[src/rtl/countdown_timer_prog.sv]
// countdown_timer_prog: loadable seconds countdown timer with a 1 Hz prescaler.
// Supports start/pause/stop control, one-shot or auto-reload mode and a
// one-cycle expiry pulse.
//
// Ports:
//   clk         system clock, rising edge
//   reset       asynchronous active-low reset
//   load_value  value captured by load
//   load        strobe: capture load_value (reload register only while running)
//   start       strobe: run or resume
//   pause       strobe: freeze count and prescaler
//   stop        strobe: abort, count <- reload register
//   auto_reload 1 = reload and keep running after expiry, 0 = one-shot
//   count       seconds remaining
//   running     high while in RUN
//   tick        one-cycle 1 Hz strobe, only in RUN
//   done        one-cycle pulse when count reaches 0
//
// Build option: define TIMER_FAST_SIM_EN to force a tick every 4 cycles
// (simulation only); otherwise the prescaler terminal count is CLK_FREQ_HZ-1.

module countdown_timer_prog #(
  parameter int unsigned CLK_FREQ_HZ  = 50_000_000,
  parameter int unsigned CNT_WIDTH    = 6,
  parameter int unsigned DEFAULT_LOAD = 59
) (
  input  logic                 clk,
  input  logic                 reset,
  input  logic [CNT_WIDTH-1:0] load_value,
  input  logic                 load,
  input  logic                 start,
  input  logic                 pause,
  input  logic                 stop,
  input  logic                 auto_reload,
  output logic [CNT_WIDTH-1:0] count,
  output logic                 running,
  output logic                 tick,
  output logic                 done
);

  localparam int unsigned PRE_W_BASE = (CLK_FREQ_HZ > 1) ? $clog2(CLK_FREQ_HZ) : 1;
`ifdef TIMER_FAST_SIM_EN
  // Fast-sim terminal count of 3 needs at least 2 prescaler bits.
  localparam int unsigned PRE_W  = (PRE_W_BASE < 2) ? 2 : PRE_W_BASE;
  localparam int unsigned TC_VAL = 3;
`else
  localparam int unsigned PRE_W  = PRE_W_BASE;
  localparam int unsigned TC_VAL = (CLK_FREQ_HZ > 0) ? CLK_FREQ_HZ - 1 : 0;
`endif

  localparam logic [PRE_W-1:0]     PRE_TC   = PRE_W'(TC_VAL);
  localparam logic [CNT_WIDTH-1:0] LOAD_RST = CNT_WIDTH'(DEFAULT_LOAD);
  localparam logic [CNT_WIDTH-1:0] CNT_ONE  = CNT_WIDTH'(1);

  typedef enum logic [1:0] {
    ST_IDLE    = 2'd0,
    ST_RUN     = 2'd1,
    ST_PAUSED  = 2'd2,
    ST_EXPIRED = 2'd3
  } state_e;

  state_e               state_q, state_d;
  logic [CNT_WIDTH-1:0] count_q, count_d;
  logic [CNT_WIDTH-1:0] reload_q, reload_d;
  logic [PRE_W-1:0]     pre_q, pre_d;
  logic                 running_q, running_d;
  logic                 tick_q, tick_d;
  logic                 done_q, done_d;
  logic                 advance;

  // State and output registers.
  always_ff @(posedge clk or negedge reset) begin
    if (!reset) begin
      state_q   <= ST_IDLE;
      count_q   <= LOAD_RST;
      reload_q  <= LOAD_RST;
      pre_q     <= '0;
      running_q <= 1'b0;
      tick_q    <= 1'b0;
      done_q    <= 1'b0;
    end else begin
      state_q   <= state_d;
      count_q   <= count_d;
      reload_q  <= reload_d;
      pre_q     <= pre_d;
      running_q <= running_d;
      tick_q    <= tick_d;
      done_q    <= done_d;
    end
  end

  // Strobe decode (stop > load > start > pause), then prescaler/count update.
  always_comb begin
    state_d  = state_q;
    count_d  = count_q;
    reload_d = reload_q;
    pre_d    = pre_q;
    tick_d   = 1'b0;
    done_d   = 1'b0;
    advance  = 1'b0;

    if (stop) begin
      state_d = ST_IDLE;
      count_d = reload_q;
      pre_d   = '0;
    end else if (load) begin
      reload_d = load_value;
      if (state_q == ST_RUN) begin
        // Running count keeps going; the new value applies at the next reload.
        advance = 1'b1;
      end else begin
        count_d = load_value;
        pre_d   = '0;
        if (state_q == ST_EXPIRED) state_d = ST_IDLE;
      end
    end else if (start) begin
      case (state_q)
        ST_IDLE: begin
          if (count_q != '0) begin
            state_d = ST_RUN;
            pre_d   = '0;
          end
        end
        ST_PAUSED: state_d = ST_RUN;  // partial period preserved
        ST_EXPIRED: begin
          if (reload_q != '0) begin
            state_d = ST_RUN;
            count_d = reload_q;
            pre_d   = '0;
          end
        end
        default: advance = 1'b1;      // RUN: start ignored, keep counting
      endcase
    end else if (pause && (state_q == ST_RUN)) begin
      state_d = ST_PAUSED;
    end else if (state_q == ST_RUN) begin
      advance = 1'b1;
    end

    if (advance) begin
      if (pre_q == PRE_TC) begin
        pre_d  = '0;
        tick_d = 1'b1;
        if (count_q > CNT_ONE) begin
          count_d = count_q - CNT_ONE;
        end else if (count_q == CNT_ONE) begin
          count_d = '0;
          done_d  = 1'b1;
          if (!auto_reload) state_d = ST_EXPIRED;
        end else begin
          // Zero already shown for a full second in auto-reload mode.
          count_d = reload_q;
        end
      end else begin
        pre_d = pre_q + PRE_W'(1);
      end
    end

    running_d = (state_d == ST_RUN);
  end

  assign count   = count_q;
  assign running = running_q;
  assign tick    = tick_q;
  assign done    = done_q;

endmodule
[config.mk]
export PLATFORM = sky130hd
export DESIGN_NAME = countdown_timer_prog
export DESIGN_NICKNAME = d
export VERILOG_FILES = /design/src/rtl/countdown_timer_prog.sv
export SDC_FILE = /design/constraint.sdc
export NUM_CORES = 1
export LEC_CHECK = 0
export BUFFER_PORTS_ARGS = -buffer_cell sky130_fd_sc_hd__buf_2
export CELL_PAD_IN_SITES_DETAIL_PLACEMENT = 0
export CELL_PAD_IN_SITES_GLOBAL_PLACEMENT = 1
export CORE_MARGIN = 4
export CORE_UTILIZATION = 30
export CTS_BUF_LIST = sky130_fd_sc_hd__clkbuf_16
export CTS_CLUSTER_DIAMETER = 40
export CTS_CLUSTER_SIZE = 24
export DETAILED_ROUTE_END_ITERATION = 10
export GPL_TIMING_DRIVEN = 0
export PLACE_DENSITY_LB_ADDON = 0.3
export SYNTH_ARGS = -nofsm -noshare
export SYNTH_HDL_FRONTEND = slang
export SYNTH_SLANG_ARGS = --single-unit
[constraint.sdc]
create_clock -name clk -period 3.9 [get_ports clk]
set_clock_uncertainty 0.15 [all_clocks]
set_input_delay 0.39 -clock clk [delete_from_list [all_inputs] [get_ports clk]]
set_output_delay 0.39 -clock clk [all_outputs]
set_load 0.1 [all_outputs]
# --- After elaboration in Yosys (flattened, before gate mapping) ---
# Cells that the tools add are included.
classes:
  add_sub_neg: 2
  multipliers: 0
  div: 0
  magnitude_cmp: 1
  n_eq_ne: 9
  n_shift: 0
  mux: 45
  bitwise: 1
  reduce_logical: 9
ops:
  columns: ["op", "n"]
  rows:
  - ["2-to-1 mux 26 bit", 8]
  - ["2-to-1 mux 6 bit", 10]
  - ["case mux 26 bit (2 select lines)", 1]
  - ["adder 26 x 1 -> 26 bit (second input constant)", 1]
  - ["equality test 26 bit (second input constant)", 1]
  - ["2-to-1 mux 2 bit", 13]
  - ["2-to-1 mux 1 bit", 12]
  - ["nonzero test 6 bit", 2]
  - ["equality test 6 x 1 -> 1 bit (second input constant)", 1]
  - ["> comparator 6 x 1 -> 1 bit (second input constant)", 1]
  - ["case mux 2 bit (3 select lines)", 1]
  - ["subtractor 6 x 1 -> 6 bit (second input constant)", 1]
  - ["!= test 5 x 4 -> 1 bit (second input constant)", 1]
  - ["!= test 5 bit (second input constant)", 1]
  - ["AND reduction 5 bit", 1]
  - ["nonzero test 5 bit", 1]
  - ["equality test 2 x 1 -> 1 bit (second input constant)", 2]
  - ["equality test 2 bit (second input constant)", 2]
  - ["!= test 4 bit (second input constant)", 1]
  - ["nonzero test 4 bit", 1]
  - ["OR reduction 3 bit", 1]
  - ["zero test 2 bit", 1]
  - ["AND reduction 2 bit", 1]
  - ["logical AND 1 bit", 1]
  - ["inverter 1 bit", 1]
word_totals:
  regBits: 43
  latchBits: 0
  ramBits: 0
  rom_bits: 0
  inputBits: 13
  out_inout_bits: 9
  n_memories: 0

# --- Longest topological paths before layout ---
# Gate-level depths: netlist of run 1.
depth:
  word_depth: 12
  depth_mapped: 9
  ltp_nobuf: 7

# --- Least setup slack after synthesis of run 1 ---
# OpenSTA, ideal clock, no wires.
synth_timing:
  path_kind: "register to register"
  from: "reg count_q[2], in the netlist count[2]"
  to: "reg pre_q[20]"
  arrival_time_ns: 2.260
  t_required_ns: 3.668
  slack_ns: 1.408
  path_stages_with_launch: 7
  period_less_slack_ns: 2.492
  path_cell_list: "dfrtp_1 nor4_1 a21oi_1 or4_1 clkbuf_1 buf_2 a31oi_1"
synth_via:
  elab_chain_len: 3
synth_rtl:
  columns: ["item", "line_no", "text"]
  rows:
  - ["start: declaration", "63", "logic [CNT_WIDTH-1:0] count_q, count_d;"]
  - ["start signal: assignment", "83", "count_q <= count_d;"]
  - ["nonzero test 6 bit", "119", "if (count_q != '0) begin"]
  - ["!= test 5 bit (no line)", null, null]
  - ["AND reduction 5 bit (no line)", null, null]
  - ["end signal: assignment", "85", "pre_q <= pre_d;"]
  - ["end: declaration", "65", "logic [PRE_W-1:0] pre_q, pre_d;"]
# Every way passes these cells.
# A chain may end at the register's enable or synchronous reset.

# --- Worst setup path after layout of run 1 ---
layout_timing:
  from: "reg count_q[2], in the netlist count[2]"
  to: "reg pre_q[6]"
# The elaborated chain is that of the path after synthesis.

==> results of run 1 <==
## cells in the mapped netlist, drive strengths merged (3+ instances only)
library cell,instances
a31oi,26
and3,10
dfstp,10
ha,4
a41oi,3
nor2,20
a222oi,5
nand3,11
nor4,8
and4,6
a22o,4
buf,8
nand2,24
o21ai,13
inv,7
nor3,6
nand2b,8
xor2,3
a21oi,17
clkbuf,11
and2,3
a211oi,3
a21o,6
mux2,6
dfrtp,33
nand4,7
## cell type report
| type | instances | area, sq um | area share |
|---|---|---|---|
| clock inverters | 3 | 11.3 | 0.00371 |
| plain buffers | 19 | 106 | 0.0350 |
| well taps | 108 | 135 | 0.0445 |
| flip-flops and latches | 43 | 1090 | 0.358 |
| repair buffers | 19 | 95.1 | 0.0313 |
| multi-input cells | 221 | 1450 | 0.477 |
| clock buffers | 5 | 125 | 0.0412 |
| inverters | 7 | 26.3 | 0.00865 |
## worst paths after layout
kind / startpoint / end / slack, ps / cells after the start
setup / recovery: count[2] / pre_q[6] / 1340 / 6
hold / removal: reset / running / 140 / 1
setup reg to reg: count[2] / pre_q[6] / 1340 / 6
hold reg to reg: pre_q[23] / pre_q[23] / 340 / 1
max in group asynchronous: reset / pre_q[1] / 2820 / 1
min in group clk: auto_reload / state_q[1] / 170 / 2
## stage by stage
step                      instances  utilization  hold slack, ps  setup WS [ps]  power (mW)
after global routing            425        0.350             167           1080        1.22
final                           425        0.350             137           1340        1.16
after floorplan                 290            -           -55.6           1410       0.705
after detailed placement        417        0.334             330           1320       0.767
after CTS                       425        0.350             166           1310        1.17
after global placement          417        0.334             321           1360       0.767
## registers in the layout, summed over array words and instances, names as in the netlist
name / count
running: 1
pre_q: 26
reload_q: 6
done: 1
state_q: 2
count: 6
tick: 1
## power by group
group	switching, mW	total (mW)	leakage (nW)	internal (mW)
combinational	0.177	0.248	0.628	0.0703
sequential	0.0303	0.511	0.561	0.480
clock	0.172	0.403	0.0701	0.231
## cell families after synthesis
kind of cell               Yosys count
and+or+nand+nor                    113
AOI/OAI and AO/OA                   91
DFF                                 43
buffers and inverters               26
muxes                                8
xor gates and xnor gates             5
adders and majority gates            4
## layer usage
metal  up-vias  global-route usage  wire length, um
met5         -                   0                0
met4         0              0.0272               52
met3         6              0.0266              393
met2        71               0.226             3230
met1      1107               0.195             3370
li1       1170                   -                -
## critical path: stages (launching register included)
cell and delay (ps):
dfrtp_1 460, nor4_1 560, a21oi_1 190, nor4_1 540
buf_2 370, nor2_1 80, a21oi_1 140
==> run summary, run 1 <==
Register bit total from synthesis: 43
# hold bufs at CTS: 0
# rows: 34
GPL Wtd Cong: 0.835
Top FF cell, synth: dfrtp_1
CTS tree: built
Router iterations before antenna repair: 5
Initial Utilization: 0.308
RSZ-0062 raised after global routing: false
Routed vias: 2354
Final hold vios: 0
Resize count post-CTS: 0
Die height: 102 um
Design Area, Final: 3040 sq um
Worst EP required: 3960 ps
Warnings, synthesis: 0
Status: finished, final reports clean
Pwr per Cell Area: 382 nW/um^2
Fillers: 942
CP Capture Type: register
Fin crit share: 0.656
Most common cell after layout, fill and taps aside: dfrtp_1
H-tree depth: 2
Maxcap violations: 0
1st-iter DRT viols: 145
Post-synthesis sequential area ratio: 0.408
Compound-Gate Fraction of Synth Area: 0.239
Worst Path Max Fanout: 10
Clk_lat worst skew: 280 ps
DP HPWL: 4970 um
CP Launch Type: register
Max clock buf depth: 2
Via density: 5.54
Share of cells above drive strength 1: 0.170
CTS Buf Count: 5
Largest cells by area after synthesis: dfrtp_1 31%, dfstp_2 9.8%, a31oi_1 5.9%
Chip width: 102 um
Post-route minimum period: 2560 ps
Clock root cell: clkbuf_16
Syn_nets: 307
Slew @ Worst Pin: 1030 ps
Mux cell area share after synthesis: 0.0328
Fmax: 0.391 GHz
Final WL: 7040 um
Final setup fails: 0
First-pass GRT wire length: 11500 um
Num ports: 22
Area grow syn2layout: 13.7%
Synth top area share: 0.309
Gr usage total: 0.140
Clk slew on worst S/H paths: 60 ps
Largest net degree at the start of global routing: 44
Max Transition Viols Final: 0
Post-Syn Area per Cell: 9.21 sq um
Dpl cell area: 2900 sq um
DR WL/cell: 16.6 um
Worst rel slew slack: 0.315
Vias in the first global route: 2215
EDFF count, synth: 0
Largest family of logic cells by synthesized area: compound AO/OA/AOI/OAI gates
Post-synthesis adder-cell area fraction: 0.0187
Synthesized area: 2670 sq um
Peak supply drop: 0.000191 V
Nets@finish: 333
Crit path kind: register to register
Synth Area in Simple Gates: 0.235
P_leak: 1.26 nW
Drc violations: 0
Inserted Diodes: 0
Post-Synth XOR/XNOR Area: 0.0164
Overflow after GRT: 0
CP arrival: 2620 ps
Tightest Hold Check Type: primary input to asynchronous set/reset pin
Post-synthesis cell type with the largest combined area: dfrtp_1
Cells after synthesis: 290
Most frequent cells in the layout: 33 x dfrtp_1, 25 x a31oi_1, 24 x nand2_1
CORE AREA: 8680 sq um
Setup Fix Bufs, Post-CTS: 0
Port Buf Inserts: 19
ANT nets after route: 0
Die ar.: 10500 sq um
CTS sink cnt: 43
Number of distinct library cells after synthesis: 53
Initial antenna violation count: 0
Ys async rst share: 1.00
Setup Total Neg Slack: 0 ps
Note: power is estimated with default switching activity, not from simulation.
==> run 2, diff against run 1 <==
--- a/config.mk
+++ b/config.mk
@@ -5,6 +5,7 @@
 export SDC_FILE = /design/constraint.sdc
 export NUM_CORES = 1
 export LEC_CHECK = 0
+export ABC_AREA = 1
 export BUFFER_PORTS_ARGS = -buffer_cell sky130_fd_sc_hd__buf_2
 export CELL_PAD_IN_SITES_DETAIL_PLACEMENT = 0
 export CELL_PAD_IN_SITES_GLOBAL_PLACEMENT = 1
==> constraint.sdc (replaced) <==
create_clock -name clk -period 2.6 [get_ports clk]
set_clock_uncertainty 0.15 [all_clocks]
set_input_delay 0.26 -clock clk [delete_from_list [all_inputs] [get_ports clk]]
set_output_delay 0.26 -clock clk [all_outputs]
set_load 0.1 [all_outputs]
==> run summary, run 2 <==
Status: complete, but fails checks (was finished, final reports clean)
Failing checks: hold timing
GPL Wtd Cong: 0.821 (was 0.835)
Drc violations: 0 (unchanged)
Clock power share: 0.397 (was 0.347)
Inserted Diodes: 0 (unchanged)
1st-iter DRT viols: 110 (was 145)
Fmax: 0.459 GHz (was 0.391 GHz)
Final hold vios: 14 (was 0)
# hold bufs at CTS: 0 (unchanged)
CP max-delay cell: dfrtp_1 (was nor4_1)
Post-synthesis sequential area ratio: 0.364 (was 0.408)
Post-synthesis cell type with the largest combined area: dfrtp_1 (unchanged)
Reg2reg end: pre_q[16] (was pre_q[6])
Most frequent CP cell: nand2_1
CP arrival: 2210 ps (was 2620 ps)
Max reg flops: 26 (unchanged)
Initial Utilization: 0.307 (was 0.308)
Crit path kind: register to register (unchanged)
CP cell instances: ha_1 -> nand2_2 -> nor2_1 -> nand2_1 -> inv_1 -> nand4_1 -> nand3_1 -> nand2_1 (was nor4_1 -> a21oi_1 -> nor4_1 -> buf_2 -> nor2_1 -> a21oi_1)
Worst EP required: 2630 ps (was 3960 ps)
Dpl cells: 601 (was 417)
ANT nets after route: 0 (unchanged)
Number of distinct library cells after synthesis: 35 (was 53)
RSZ-0062 raised after global routing: false (unchanged)
CTS Buf Count: 5 (unchanged)
Die height: 108 um (was 102 um)
Overflow after GRT: 0 (unchanged)
Syn_nets: 464 (was 307)
Peak supply drop: 0.000346 V (was 0.000191 V)
Count leader, synth: nand2_1 (was dfrtp_1)
Worst Path Max Fanout: 7 (was 10)
Clock root cell: clkbuf_16 (unchanged)
Setup Total Neg Slack: 0 ps (unchanged)
EDFF count, synth: 0 (unchanged)
Setup Fix Bufs, Post-CTS: 0 (unchanged)
Clk_lat worst skew: 290 ps (was 280 ps)
Max Transition Viols Final: 0 (unchanged)
Final WL: 8030 um (was 7040 um)
Via density: 4.66 (was 5.54)
Post-route minimum period: 2180 ps (was 2560 ps)
Top post-synthesis cells by count: 156 x nand2_1, 69 x nor2_1, 53 x nand3_1 (was 33 x dfrtp_1, 25 x a31oi_1, 24 x nand2_1)
Area grow syn2layout: 15.3% (was 13.7%)
# rows: 36 (was 34)
CTS sink cnt: 43 (unchanged)
Pwr per Cell Area: 562 nW/um^2 (was 382 nW/um^2)
Non-filler cells in the finished layout: 609 (was 425)
P_int: 1.30 mW (was 782 uW)
Delay of the slowest critical-path stage: 470 ps (was 560 ps)
CORE AREA: 9730 sq um (was 8680 sq um)
R2r startpoint: pre_q[0] (was count[2])
Fillers: 1072 (was 942)
DP HPWL: 6150 um (was 4970 um)
Final WS setup: 422 ps (was 1340 ps)
Cells after synthesis: 447 (was 290)
Synth top area share: 0.276 (was 0.309)
Ys async rst share: 1.00 (unchanged)
First-pass GRT wire length: 13600 um (was 11500 um)
Worst R2R Setup Slack: 420 ps (was 1340 ps)
Router iterations before antenna repair: 4 (was 5)
Clk slew on worst S/H paths: 70 ps (was 60 ps)
Most frequent cells in the layout: 156 x nand2_1, 69 x nor2_1, 53 x nand3_1 (was 33 x dfrtp_1, 25 x a31oi_1, 24 x nand2_1)
Warnings, synthesis: 0 (unchanged)
Slew @ Worst Pin: 1000 ps (was 1030 ps)
Resize count post-CTS: 0 (unchanged)
Nets@finish: 492 (was 333)
CP Launch Type: register (unchanged)
Most common cell after layout, fill and taps aside: nand2_1 (was dfrtp_1)
Vias in the first global route: 2742 (was 2215)
Final setup fails: 0 (unchanged)
H-tree depth: 2 (unchanged)
Post-Syn Area per Cell: 6.69 sq um (was 9.21 sq um)
CP Capture Type: register (unchanged)
Port Buf Inserts: 21 (was 19)
Register bit total from synthesis: 43 (unchanged)
Tightest Hold Check Type: primary input to asynchronous set/reset pin (unchanged)
Largest net degree at the start of global routing: 44 (unchanged)
Gr usage total: 0.147 (was 0.140)
Num ports: 22 (unchanged)
P_leak: 1.64 nW (was 1.26 nW)
Post-Place Setup Slack: 470 ps (was 1320 ps)
Switching Fraction: 0.328 (was 0.327)
Largest cells by area after synthesis: dfrtp_1 28%, nand2_1 20%, nand3_1 8.9% (was dfrtp_1 31%, dfstp_2 9.8%, a31oi_1 5.9%)
Worst hold slack: -9.71 ps (was 137 ps)
Fin crit share: 0.838 (was 0.656)
DR WL/cell: 13.2 um (was 16.6 um)
Worst rel slew slack: 0.333 (was 0.315)
Top FF cell, synth: dfrtp_1 (unchanged)
Logic pwr share: 0.209 (was 0.213)
Largest register by flop count: pre_q (unchanged)
Initial antenna violation count: 0 (unchanged)
Multi-input gate area: 1690 sq um (was 1450 sq um)
Switching power of the nets: 636 uW (was 379 uW)
Max clock buf depth: 2 (unchanged)
Maxcap violations: 0 (unchanged)
Reg2reg path depth: 8 (was 6)
CTS tree: built (unchanged)
Seq. cell area: 1090 sq um (unchanged)
Share of cells above drive strength 1: 0.151 (was 0.170)
Routed vias: 2838 (was 2354)
Synthesized area: 2990 sq um (was 2670 sq um)
Sequential power share: 0.394 (was 0.440)
Chip width: 108 um (was 102 um)
Die ar.: 11600 sq um (was 10500 sq um)
-- run 2: changes by cell type in the layout (fill, tap and decap cells not counted), moves of 6 or more --
| cell | previous run | this run |
|---|---|---|
| clkbuf_1 | 11 | 1 |
| a31oi_1 | 25 | 0 |
| nand2_1 | 24 | 156 |
| nand3_1 | 11 | 53 |
| inv_2 | 0 | 7 |
| o21ai_0 | 6 | 17 |
| nand2b_1 | 8 | 0 |
| o21ai_1 | 7 | 1 |
| mux2_2 | 6 | 0 |
| and4_1 | 6 | 0 |
| inv_1 | 8 | 37 |
| a21oi_1 | 17 | 6 |
| nor2_1 | 20 | 69 |
| and3_1 | 10 | 0 |
-- run 2: kinds of logic after synthesis --
| group | share of synthesized area |
|---|---|
| AND/OR/NAND/NOR | 0.456 |
| buffers and inverters | 0.0703 |
| flip-flops | 0.364 |
| AO/OA/AOI/OAI | 0.0694 |
| XOR/XNOR | 0.0234 |
| adder cells (fa/ha/maj) | 0.0167 |
-- run 2: how the worst max path moves through the flow --
| stage | from | to | slack, ps | cells past startpoint |
|---|---|---|---|---|
| final | pre_q[0] | pre_q[16] | 420 | 8 |
| after floorplan | count[0] | pre_q[18] | 520 | 9 |
| after global routing | pre_q[0] | pre_q[15] | 210 | 8 |
| after global placement | pre_q[0] | pre_q[15] | 490 | 8 |
| after CTS | pre_q[0] | pre_q[16] | 440 | 8 |
| after detailed placement | pre_q[0] | pre_q[16] | 470 | 8 |
-- run 2: power groups by stage --
stage	Clock (mW)	Combinational, mW	Sequential [mW]
3_3_place_gp	0	0.407	0.775
6_report	0.771	0.404	0.764
5_1_grt	0.828	0.444	0.770
3_5_place_dp	0	0.409	0.776
4_1_cts	0.792	0.409	0.764
2_1_floorplan	0	0.189	0.889
-- run 2: final cells by class --
type,count,area share
timing repair buffer,21,0.0305
inverter,44,0.0479
sequential,43,0.316
multi-input combinational,355,0.491
clock buffer,7,0.0508
buffer,5,0.0131
clock inverter,1,0.00326
tap,133,0.0482
-- run 2: worst max-delay path: cells and delay by family, from the launching register on --
kind	cells	cell delay [ps]
fa+ha+maj	1	380
simple gates	6	920
flops	1	470
buf+inv	1	160
-- run 2: routing by layer --
layer  share of wire  up-vias  GRT usage
met1            0.49     1298      0.203
met3           0.043        9     0.0240
met4           0.014        0     0.0388
met2            0.45       51      0.238
li1                -     1480          -
met5               0        -          0
-- run 2: metrics by stage --
step | instance area [sq um] | power [mW] | utilization
CTS | 3450 | 1.97 | 0.355
global placement | 3260 | 1.18 | 0.335
detailed placement | 3260 | 1.19 | 0.335
finish | 3450 | 1.94 | 0.355
global route | 3450 | 2.04 | 0.355
floorplan | 2990 | 1.08 | -
==> run 3, diff against run 2 <==
--- a/config.mk
+++ b/config.mk
@@ -5,7 +5,7 @@
 export SDC_FILE = /design/constraint.sdc
 export NUM_CORES = 1
 export LEC_CHECK = 0
-export ABC_AREA = 1
+export ABC_AREA = 0
 export BUFFER_PORTS_ARGS = -buffer_cell sky130_fd_sc_hd__buf_2
 export CELL_PAD_IN_SITES_DETAIL_PLACEMENT = 0
 export CELL_PAD_IN_SITES_GLOBAL_PLACEMENT = 1
==> constraint.sdc (replaced) <==
create_clock -name clk -period 1.95 [get_ports clk]
set_clock_uncertainty 0.15 [all_clocks]
set_input_delay 0.195 -clock clk [delete_from_list [all_inputs] [get_ports clk]]
set_output_delay 0.195 -clock clk [all_outputs]
set_load 0.1 [all_outputs]
==> run summary, run 3 (synthesis results as in run 1) <==
Status: complete, but fails checks (unchanged)
Failing checks: setup timing (was hold timing)
Die ar.: 10500 sq um (was 11600 sq um)
Worst Path Max Fanout: 6 (was 7)
P_int: 1.63 mW (was 1.30 mW)
Largest delay share family, worst path: simple AND/OR/NAND/NOR gates (unchanged)
Most common cell after layout, fill and taps aside: buf_4 (was nand2_1)
RSZ-0062 raised after global routing: true (was false)
CTS Buf Count: 5 (unchanged)
Inserted Diodes: 0 (unchanged)
Die height: 102 um (was 108 um)
Via density: 5.54 (was 4.66)
Non-filler cells in the finished layout: 457 (was 609)
CTS sink cnt: 43 (unchanged)
Router iterations before antenna repair: 4 (unchanged)
# rows: 34 (was 36)
Max Transition Viols Final: 0 (unchanged)
Sequential power share: 0.426 (was 0.394)
Nets@finish: 365 (was 492)
Max reg flops: 26 (unchanged)
Gr usage total: 0.152 (was 0.147)
Peak supply drop: 0.000307 V (was 0.000346 V)
P_leak: 1.54 nW (was 1.64 nW)
Chip width: 102 um (was 108 um)
Num ports: 22 (unchanged)
Worst EP required: 2010 ps (was 2630 ps)
Clk slew on worst S/H paths: 60 ps (was 70 ps)
Drc violations: 0 (unchanged)
Critical path buffers and inverters: 2 (was 1)
Crit path kind: register to register (unchanged)
H-tree depth: 2 (unchanged)
Most used routing layer: met2 (unchanged)
Clk_lat worst skew: 290 ps (about the same)
Met2 GRT Util: 0.241 (was 0.238)
Max clock buf depth: 2 (unchanged)
Clock root cell: clkbuf_16 (unchanged)
CORE AREA: 8680 sq um (was 9730 sq um)
First-pass GRT wire length: 12500 um (was 13600 um)
Largest net degree at the start of global routing: 44 (unchanged)
Final WS setup: -166 ps (was 422 ps)
DR WL/cell: 17.3 um (was 13.2 um)
Fillers: 894 (was 1072)
Core Util, Final: 0.428 (was 0.355)
DP HPWL: 5020 um (was 6150 um)
Share of cells above drive strength 1: 0.393 (was 0.151)
Pwr per Cell Area: 656 nW/um^2 (was 562 nW/um^2)
Area grow syn2layout: 39.3% (was 15.3%)
CP cell instances: nor4_4 -> a21oi_2 -> or4_1 -> buf_6 -> clkbuf_16 -> a31oi_1 (was ha_1 -> nand2_2 -> nor2_1 -> nand2_1 -> inv_1 -> nand4_1 -> nand3_1 -> nand2_1)
CTS tree: built (unchanged)
Logic pwr share: 0.242 (was 0.209)
ANT nets after route: 0 (unchanged)
Dpl cells: 417 (was 601)
GPL Wtd Cong: 0.822 (was 0.821)
Grt met3 use: 0.0321 (was 0.0240)
Post-route minimum period: 2120 ps (was 2180 ps)
Fin crit share: 1.08 (was 0.838)
Delay of the slowest critical-path stage: 490 ps (was 470 ps)
Switching power of the nets: 805 uW (was 636 uW)
Final WL: 7930 um (was 8030 um)
CP arrival: 2180 ps (was 2210 ps)
Tightest Hold Check Type: primary input to register (was primary input to asynchronous set/reset pin)
Final setup fails: 30 (was 0)
Vias in the first global route: 2366 (was 2742)
Switching Fraction: 0.330 (was 0.328)
Worst rel slew slack: 0.336 (was 0.333)
Final hold vios: 0 (was 14)
Largest register by flop count: pre_q (unchanged)
Slew @ Worst Pin: 997 ps (was 1000 ps)
Initial Utilization: 0.308 (was 0.307)
Port Buf Inserts: 19 (was 21)
Routed vias: 2533 (was 2838)
Maxcap violations: 0 (unchanged)
Clock power share: 0.333 (was 0.397)
Fmax: 0.473 GHz (was 0.459 GHz)
CP Capture Type: register (unchanged)
1st-iter DRT viols: 145 (was 110)
Initial antenna violation count: 0 (unchanged)
Overflow after GRT: 0 (unchanged)
Met1 Use GR: 0.210 (was 0.203)
Post-Place Setup Slack: -494 ps (was 470 ps)
CP max-delay cell: dfstp_4 (was dfrtp_1)
CP Launch Type: register (unchanged)
Most frequent cells in the layout: 30 x buf_4, 28 x dfrtp_1, 22 x a31oi_1 (was 156 x nand2_1, 69 x nor2_1, 53 x nand3_1)
run 3: cell count changes in the layout (fill, tap and decap cells not counted), moves of 7 or more:
cell / change
a31oi_1: +22
and3_1: +10
buf_4: +29
inv_1: -30
nand2_1: -137
nand2b_1: +7
nand3_1: -43
nor2_1: -52
o21ai_0: -11
run 3: cell type report:
class,instances,area [sq um],area share
clock buffers,5,125,0.0336
clock inverters,3,12.5,0.00336
plain buffers,13,115,0.0310
multi-input cells,221,1760,0.473
well taps,108,135,0.0363
inverters,7,26.3,0.00707
repair buffers,57,435,0.117
flip-flops and latches,43,1110,0.298
run 3: power groups by stage:
stage	clock network (mW)	logic, mW	registers [mW]
finish	0.811	0.590	1.04
global route	0.872	0.640	1.05
CTS	0.836	0.554	1.04
detailed placement	0	0.504	1.05
global placement	0	0.505	1.05
floorplan	0	0.234	1.20
run 3: worst reg2reg max path: stages, from the launching register on:
cell	delay, ps
dfstp_4	490
nor4_4	350
a21oi_2	140
or4_1	430
buf_6	160
clkbuf_16	160
a31oi_1	160
run 3: layer usage:
layer  share of wire  wire [um]
met4           0.015        119
met3           0.053        423
met1            0.44       3520
met5               0          0
met2            0.49       3870
run 3: what timing repair did:
action | in CTS | in global routing
resized for setup | 30 | 40
pin swaps | 10 | 26
hold buffers | 2 | 0
setup endpoints to repair | 36 | 35
setup buffers | 15 | 18
endpoints found under the hold margin | 34 | 0
gates cloned | 1 | 3
run 3: path summary, 6_finish.rpt:
path / depth (start not counted) / slack (ps) / from / to
min reg2reg: 1 / 340 / pre_q[25] / pre_q[25]
max reg2reg: 6 / -170 / count[5] / pre_q[9]
min in group asynchronous: 2 / 470 / reset / state_q[1]
max: 6 / -170 / count[5] / pre_q[9]
max in group asynchronous: 2 / 450 / reset / count[2]
min: 2 / 20 / load_value[4] / reload_q[4]
run 3: stage by stage:
step	setup TNS [ps]	cell area, sq um	hold slack, ps	power, mW
2_1_floorplan	-1040	2740	-251	1.44
6_report	-2420	3720	15.4	2.44
4_1_cts	-4310	3380	11.9	2.43
3_5_place_dp	-10230	2970	265	1.56
5_1_grt	-5170	3720	14.8	2.56
3_3_place_gp	-10350	2970	262	1.56
